===== src/rtl/mac_stream_accum.sv =====
`timescale 1ns/1ps
// Streaming multiply-accumulate: sums LEN products of unsigned a_in and signed b_in per run.
// Define MAC_ACC_SAT_EN to clamp the accumulator and raise a sticky sat flag instead of wrapping.
module mac_stream_accum #(
  parameter int unsigned bw      = 4,
  parameter int unsigned psum_bw = 16,
  parameter int unsigned LEN     = 10
) (
  input  logic               clk,
  input  logic               reset_n,
  input  logic               start,
  input  logic               in_valid,
  output logic               in_ready,
  input  logic [bw-1:0]      a_in,
  input  logic [bw-1:0]      b_in,
  output logic               out_valid,
  input  logic               out_ready,
  output logic [psum_bw-1:0] psum_out,
  output logic               busy,
  output logic               sat
);

  localparam int unsigned CNT_W  = $clog2(LEN + 1);
  localparam int unsigned PROD_W = 2 * bw + 1;

  typedef enum logic [1:0] {
    IDLE  = 2'd0,
    ACCUM = 2'd1,
    DONE  = 2'd2
  } state_t;

  state_t                    state_q, state_d;
  logic [CNT_W-1:0]          count_q, count_d;
  logic signed [psum_bw-1:0] acc_q, acc_d;
  logic                      sat_q, sat_d;
  logic                      in_ready_q, in_ready_d;
  logic                      out_valid_q, out_valid_d;
  logic                      busy_q, busy_d;

  logic signed [bw:0]        a_ext_c;
  logic signed [bw-1:0]      b_sgn_c;
  logic signed [PROD_W-1:0]  prod_c;
  logic signed [psum_bw-1:0] prod_ext_c;
  logic signed [psum_bw-1:0] acc_upd_c;
  logic                      clip_c;

  // Activation is zero-extended so it multiplies as a non-negative signed value.
  assign a_ext_c    = {1'b0, a_in};
  assign b_sgn_c    = b_in;
  assign prod_c     = PROD_W'(a_ext_c) * PROD_W'(b_sgn_c);
  assign prod_ext_c = psum_bw'(prod_c);

`ifdef MAC_ACC_SAT_EN
  localparam int unsigned SUM_W = psum_bw + 1;
  localparam logic signed [psum_bw-1:0] ACC_MAX = {1'b0, {(psum_bw-1){1'b1}}};
  localparam logic signed [psum_bw-1:0] ACC_MIN = {1'b1, {(psum_bw-1){1'b0}}};

  logic signed [SUM_W-1:0] sum_c;

  assign sum_c = SUM_W'(acc_q) + SUM_W'(prod_ext_c);

  // Overflow shows as a guard bit disagreeing with the result sign bit.
  always_comb begin
    clip_c    = sum_c[SUM_W-1] ^ sum_c[SUM_W-2];
    acc_upd_c = sum_c[psum_bw-1:0];
    if (clip_c) begin
      acc_upd_c = sum_c[SUM_W-1] ? ACC_MIN : ACC_MAX;
    end
  end
`else
  assign acc_upd_c = acc_q + prod_ext_c;
  assign clip_c    = 1'b0;
`endif

  // Next-state and datapath update.
  always_comb begin
    state_d = state_q;
    count_d = count_q;
    acc_d   = acc_q;
    sat_d   = sat_q;
    case (state_q)
      IDLE: begin
        if (start) begin
          state_d = ACCUM;
          count_d = '0;
          acc_d   = '0;
          sat_d   = 1'b0;
        end
      end
      ACCUM: begin
        if (in_valid && in_ready_q) begin
          acc_d   = acc_upd_c;
          count_d = count_q + CNT_W'(1);
          sat_d   = sat_q | clip_c;
          if (count_q == CNT_W'(LEN - 1)) begin
            state_d = DONE;
          end
        end
      end
      DONE: begin
        if (out_ready) begin
          state_d = IDLE;
        end
      end
      default: state_d = IDLE;
    endcase
    in_ready_d  = (state_d == ACCUM);
    out_valid_d = (state_d == DONE);
    busy_d      = (state_d != IDLE);
  end

  always_ff @(posedge clk or negedge reset_n) begin
    if (!reset_n) begin
      state_q     <= IDLE;
      count_q     <= '0;
      acc_q       <= '0;
      sat_q       <= 1'b0;
      in_ready_q  <= 1'b0;
      out_valid_q <= 1'b0;
      busy_q      <= 1'b0;
    end else begin
      state_q     <= state_d;
      count_q     <= count_d;
      acc_q       <= acc_d;
      sat_q       <= sat_d;
      in_ready_q  <= in_ready_d;
      out_valid_q <= out_valid_d;
      busy_q      <= busy_d;
    end
  end

  assign in_ready  = in_ready_q;
  assign out_valid = out_valid_q;
  assign psum_out  = acc_q;
  assign busy      = busy_q;
  assign sat       = sat_q;

endmodule


===== config.mk =====
export PLATFORM = sky130hd
export DESIGN_NAME = mac_stream_accum
export DESIGN_NICKNAME = d
export VERILOG_FILES = /design/src/rtl/mac_stream_accum.sv
export SDC_FILE = /design/constraint.sdc
export NUM_CORES = 1
export LEC_CHECK = 0
export ABC_AREA = 1
export BUFFER_PORTS_ARGS = -buffer_cell sky130_fd_sc_hd__buf_2
export CAP_MARGIN = 20
export CORE_MARGIN = 5
export CORE_UTILIZATION = 60
export CTS_CLUSTER_SIZE = 40
export DETAILED_ROUTE_END_ITERATION = 12
export GPL_TIMING_DRIVEN = 0
export PLACE_DENSITY_LB_ADDON = 0.3
export SLEW_MARGIN = 15
export SYNTH_ARGS = -nofsm -noshare
export SYNTH_HDL_FRONTEND = slang
export SYNTH_SLANG_ARGS = --single-unit

===== constraint.sdc =====
create_clock -name clk -period 8.9 [get_ports clk]
set_clock_uncertainty 0.1 [all_clocks]
set_input_delay 0.89 -clock clk [delete_from_list [all_inputs] [get_ports clk]]
set_output_delay 0.89 -clock clk [all_outputs]
set_load 0.05 [all_outputs]

==> reports/metrics.yaml <==
placed_design:
  dp_hpwl_um: 4160
  place_inst: 424
  postPlaceCellArea_sq_um: 2760
  gp_congestion: 0.935
  io_buffers: 31
clock_tree:
  clkSlewWorstSetupHoldPaths_ns: 0.09
  cts_tree: "yes"
  htreeDepth: 1
  cts-resized-gates: 0
  cts_buffer_depth: 2
  post_cts_buffers: 0
  cts_made_buffers: 3
  clk_latency_ns: 0.27
  cts_hold_buf: 0
  cts.sinks: 25
  clock-root-buffer: "clkbuf_8"
sta:
  fin_crit_sh: 0.493
  hold_violations: 0
  drv_slew: 0
  worst_pin_slew_ns: 0.581
  whs_ns: 0.418
  finalSetupTns_ns: 0
  finalSetupViolCount: 0
  slew_headroom: 0.613
  min_period_ns: 4.39
  fmax_mhz: 228
  rsz0062_at_grt: "false"
global_routing:
  grt_start_max_net_pins: 26
  grt_usage: 0.196
  grt_pass1_vias: 1925
  grt_pass1_wl_um: 8470
  grt-ovfl-total: 0
  antenna_found_initial: 0
critical_path:
  r2r_cells: 13
  reg2reg_from: "psum_out[3]"
  worst-setup-path-type: "in2reg"
  cp_max_fo: 10
  r2r-end: "psum_out[8]"
  worstPathRequired_ns: 9.01
  cp.arrival_ns: 4.51
  rrSetupSlack_ns: 5.51
  cp-startpoint: "b_in[3]"
  endpoint_kind: "flip-flop"
  start_kind: "input pin"
synth:
  synthTopCellsByCount: "117 x nand2_1, 63 x inv_1, 41 x ha_1"
  syn_avg_cell_area_sq_um: 7.40
  ys_async_sr_fraction: 1.00
  ys_seq_elements: 25
  yosysTopAreaCell: "dfrtp_1"
  synth.top_cell.area_share: 0.246
  synth_edf_count: 0
  ys_top_cells_by_area: "dfrtp_1 25%, ha_1 20%, nand2_1 17%"
  synth_cells: 343
  synthFlopType: "dfrtp_1"
  yosysWarningCount: 0
  synth_cell_types: 26
  synth_most_common_cell: "nand2_1"
  synthesis.nets: 408
  netlist_area_sq_um: 2540
  yosysSeqAreaShare: 0.246
power_and_ir_drop:
  irDropWorstVdd_mv: 0.196
  seqPwrFrac: 0.201
  clock_power_share: 0.072
  p_sw_mw: 0.563
  combPwrFrac: 0.727
  p_total_mw: 0.997
  power_density_nw_per_um2: 355
  p_sw_frac: 0.565
  power.internal_mw: 0.434
  p_leak_nw: 1.73
route:
  dr.pass1.iters: 4
  num_vias: 2168
  route.detailed.drc: 0
  wl_um: 5100
  via_per_inst: 5.07
  wire_per_inst_um: 11.9
  drtIter0Drc: 140
  ant_nets: 0
run:
  cap_violations: 0
floorplan:
  core_area_sq_um: 4060
  die_height_um: 75.0
  rows: 23
  die_x_um: 75.0
  die-area_sq_um: 5630
  boundaryPins: 33
  initial_core_util: 0.626
run_status:
  status: "finished clean"
final_layout:
  stdcell_area_sq_um: 2810
  fillCellCount: 348
  area_delta_synth_final_pct: 10.5
  diodes: 0
  nNetsFinal: 444
  layout.cells.non_filler: 428
  layout-drive-gt1-share: 0.132
worst_hold_path:
  hold_depth: 2
  min_to: "psum_out[2]"
  min_from: "psum_out[2]"
  hold_class: "reg2reg"
[cell usage in the layout, fill, tap and decap left out, drive strengths merged, types with 3 or more instances in the layout]
cell type | synthesis | layout
ha | 41 | 41
dfrtp | 25 | 25
buf | 3 | 34
nand4 | 4 | 4
clkbuf | 0 | 3
nor2 | 21 | 21
inv | 66 | 66
nand3 | 21 | 21
fa | 11 | 11
nand2 | 121 | 121
o21ai | 10 | 10
a21oi | 11 | 11
[kinds of logic (layout without fill, tap and decap cells)]
family | count (synthesis) | count (layout) | synth area share
other cells | 1 | 1 | 0.00148
compound gates | 23 | 23 | 0.0542
buf+inv | 69 | 104 | 0.114
fa+ha+maj | 52 | 52 | 0.289
flops | 25 | 25 | 0.246
simple gates | 171 | 171 | 0.288
xor+xnor | 2 | 2 | 0.00690
[registers in the layout (all words and copies together) (netlist names)]
register and cells:
psum_out 16, in_ready 1, state_q 2, busy 1, out_valid 1, count_q 4
[worst max path at each step]
stage | end | depth (start not counted)
CTS | psum_out[8] | 15
finish | psum_out[8] | 15
global placement | psum_out[8] | 14
floorplan | psum_out[8] | 13
global route | psum_out[8] | 15
detailed placement | psum_out[8] | 15
[stage by stage]
stage | utilization | setup WS [ns]
after detailed placement | 0.679 | 4.24
after global routing | 0.691 | 4.28
after floorplan | - | 4.87
after global placement | 0.679 | 4.32
after CTS | 0.691 | 4.51
final | 0.691 | 4.51
[power by group through the flow]
| stage | registers [mW] | clock network, mW | logic [mW] |
|---|---|---|---|
| floorplan | 0.324 | 0 | 0.449 |
| finish | 0.200 | 0.0714 | 0.725 |
| CTS | 0.200 | 0.0736 | 0.730 |
| global placement | 0.201 | 0 | 0.707 |
| detailed placement | 0.203 | 0 | 0.721 |
| global route | 0.208 | 0.0783 | 0.820 |
[worst max-delay path: stages]
cell and delay (ns):
buf_2 0.23, inv_1 0.18, or2_2 0.33, fa_1 0.52
fa_1 0.53, fa_1 0.57, inv_1 0.07, fa_1 0.48
nand3_1 0.09, nand2_1 0.14, nand2_1 0.10, nand2_1 0.07
a21oi_1 0.13, o21ai_0 0.10, nand2_1 0.07
[layer usage]
| metal | up-vias | track usage | routed length [um] |
|---|---|---|---|
| li1 | 1143 | - | - |
| met1 | 969 | 0.281 | 2400 |
| met2 | 54 | 0.309 | 2330 |
| met3 | 2 | 0.0267 | 347 |
| met4 | 0 | 0.0553 | 26 |
| met5 | - | 0 | 0 |
[layout make-up]
cell class / count / area (sq um) / area share
Buffer: 3 / 33.8 / 0.0120
Clock buffer: 3 / 41.3 / 0.0147
Clock inverter: 1 / 7.51 / 0.00268
Inverter: 66 / 255 / 0.0910
Multi-Input combinational cell: 249 / 1620 / 0.579
Sequential cell: 25 / 626 / 0.223
Tap cell: 50 / 62.6 / 0.0223
Timing Repair Buffer: 31 / 155 / 0.0553
(Power assumes the default switching activity.)
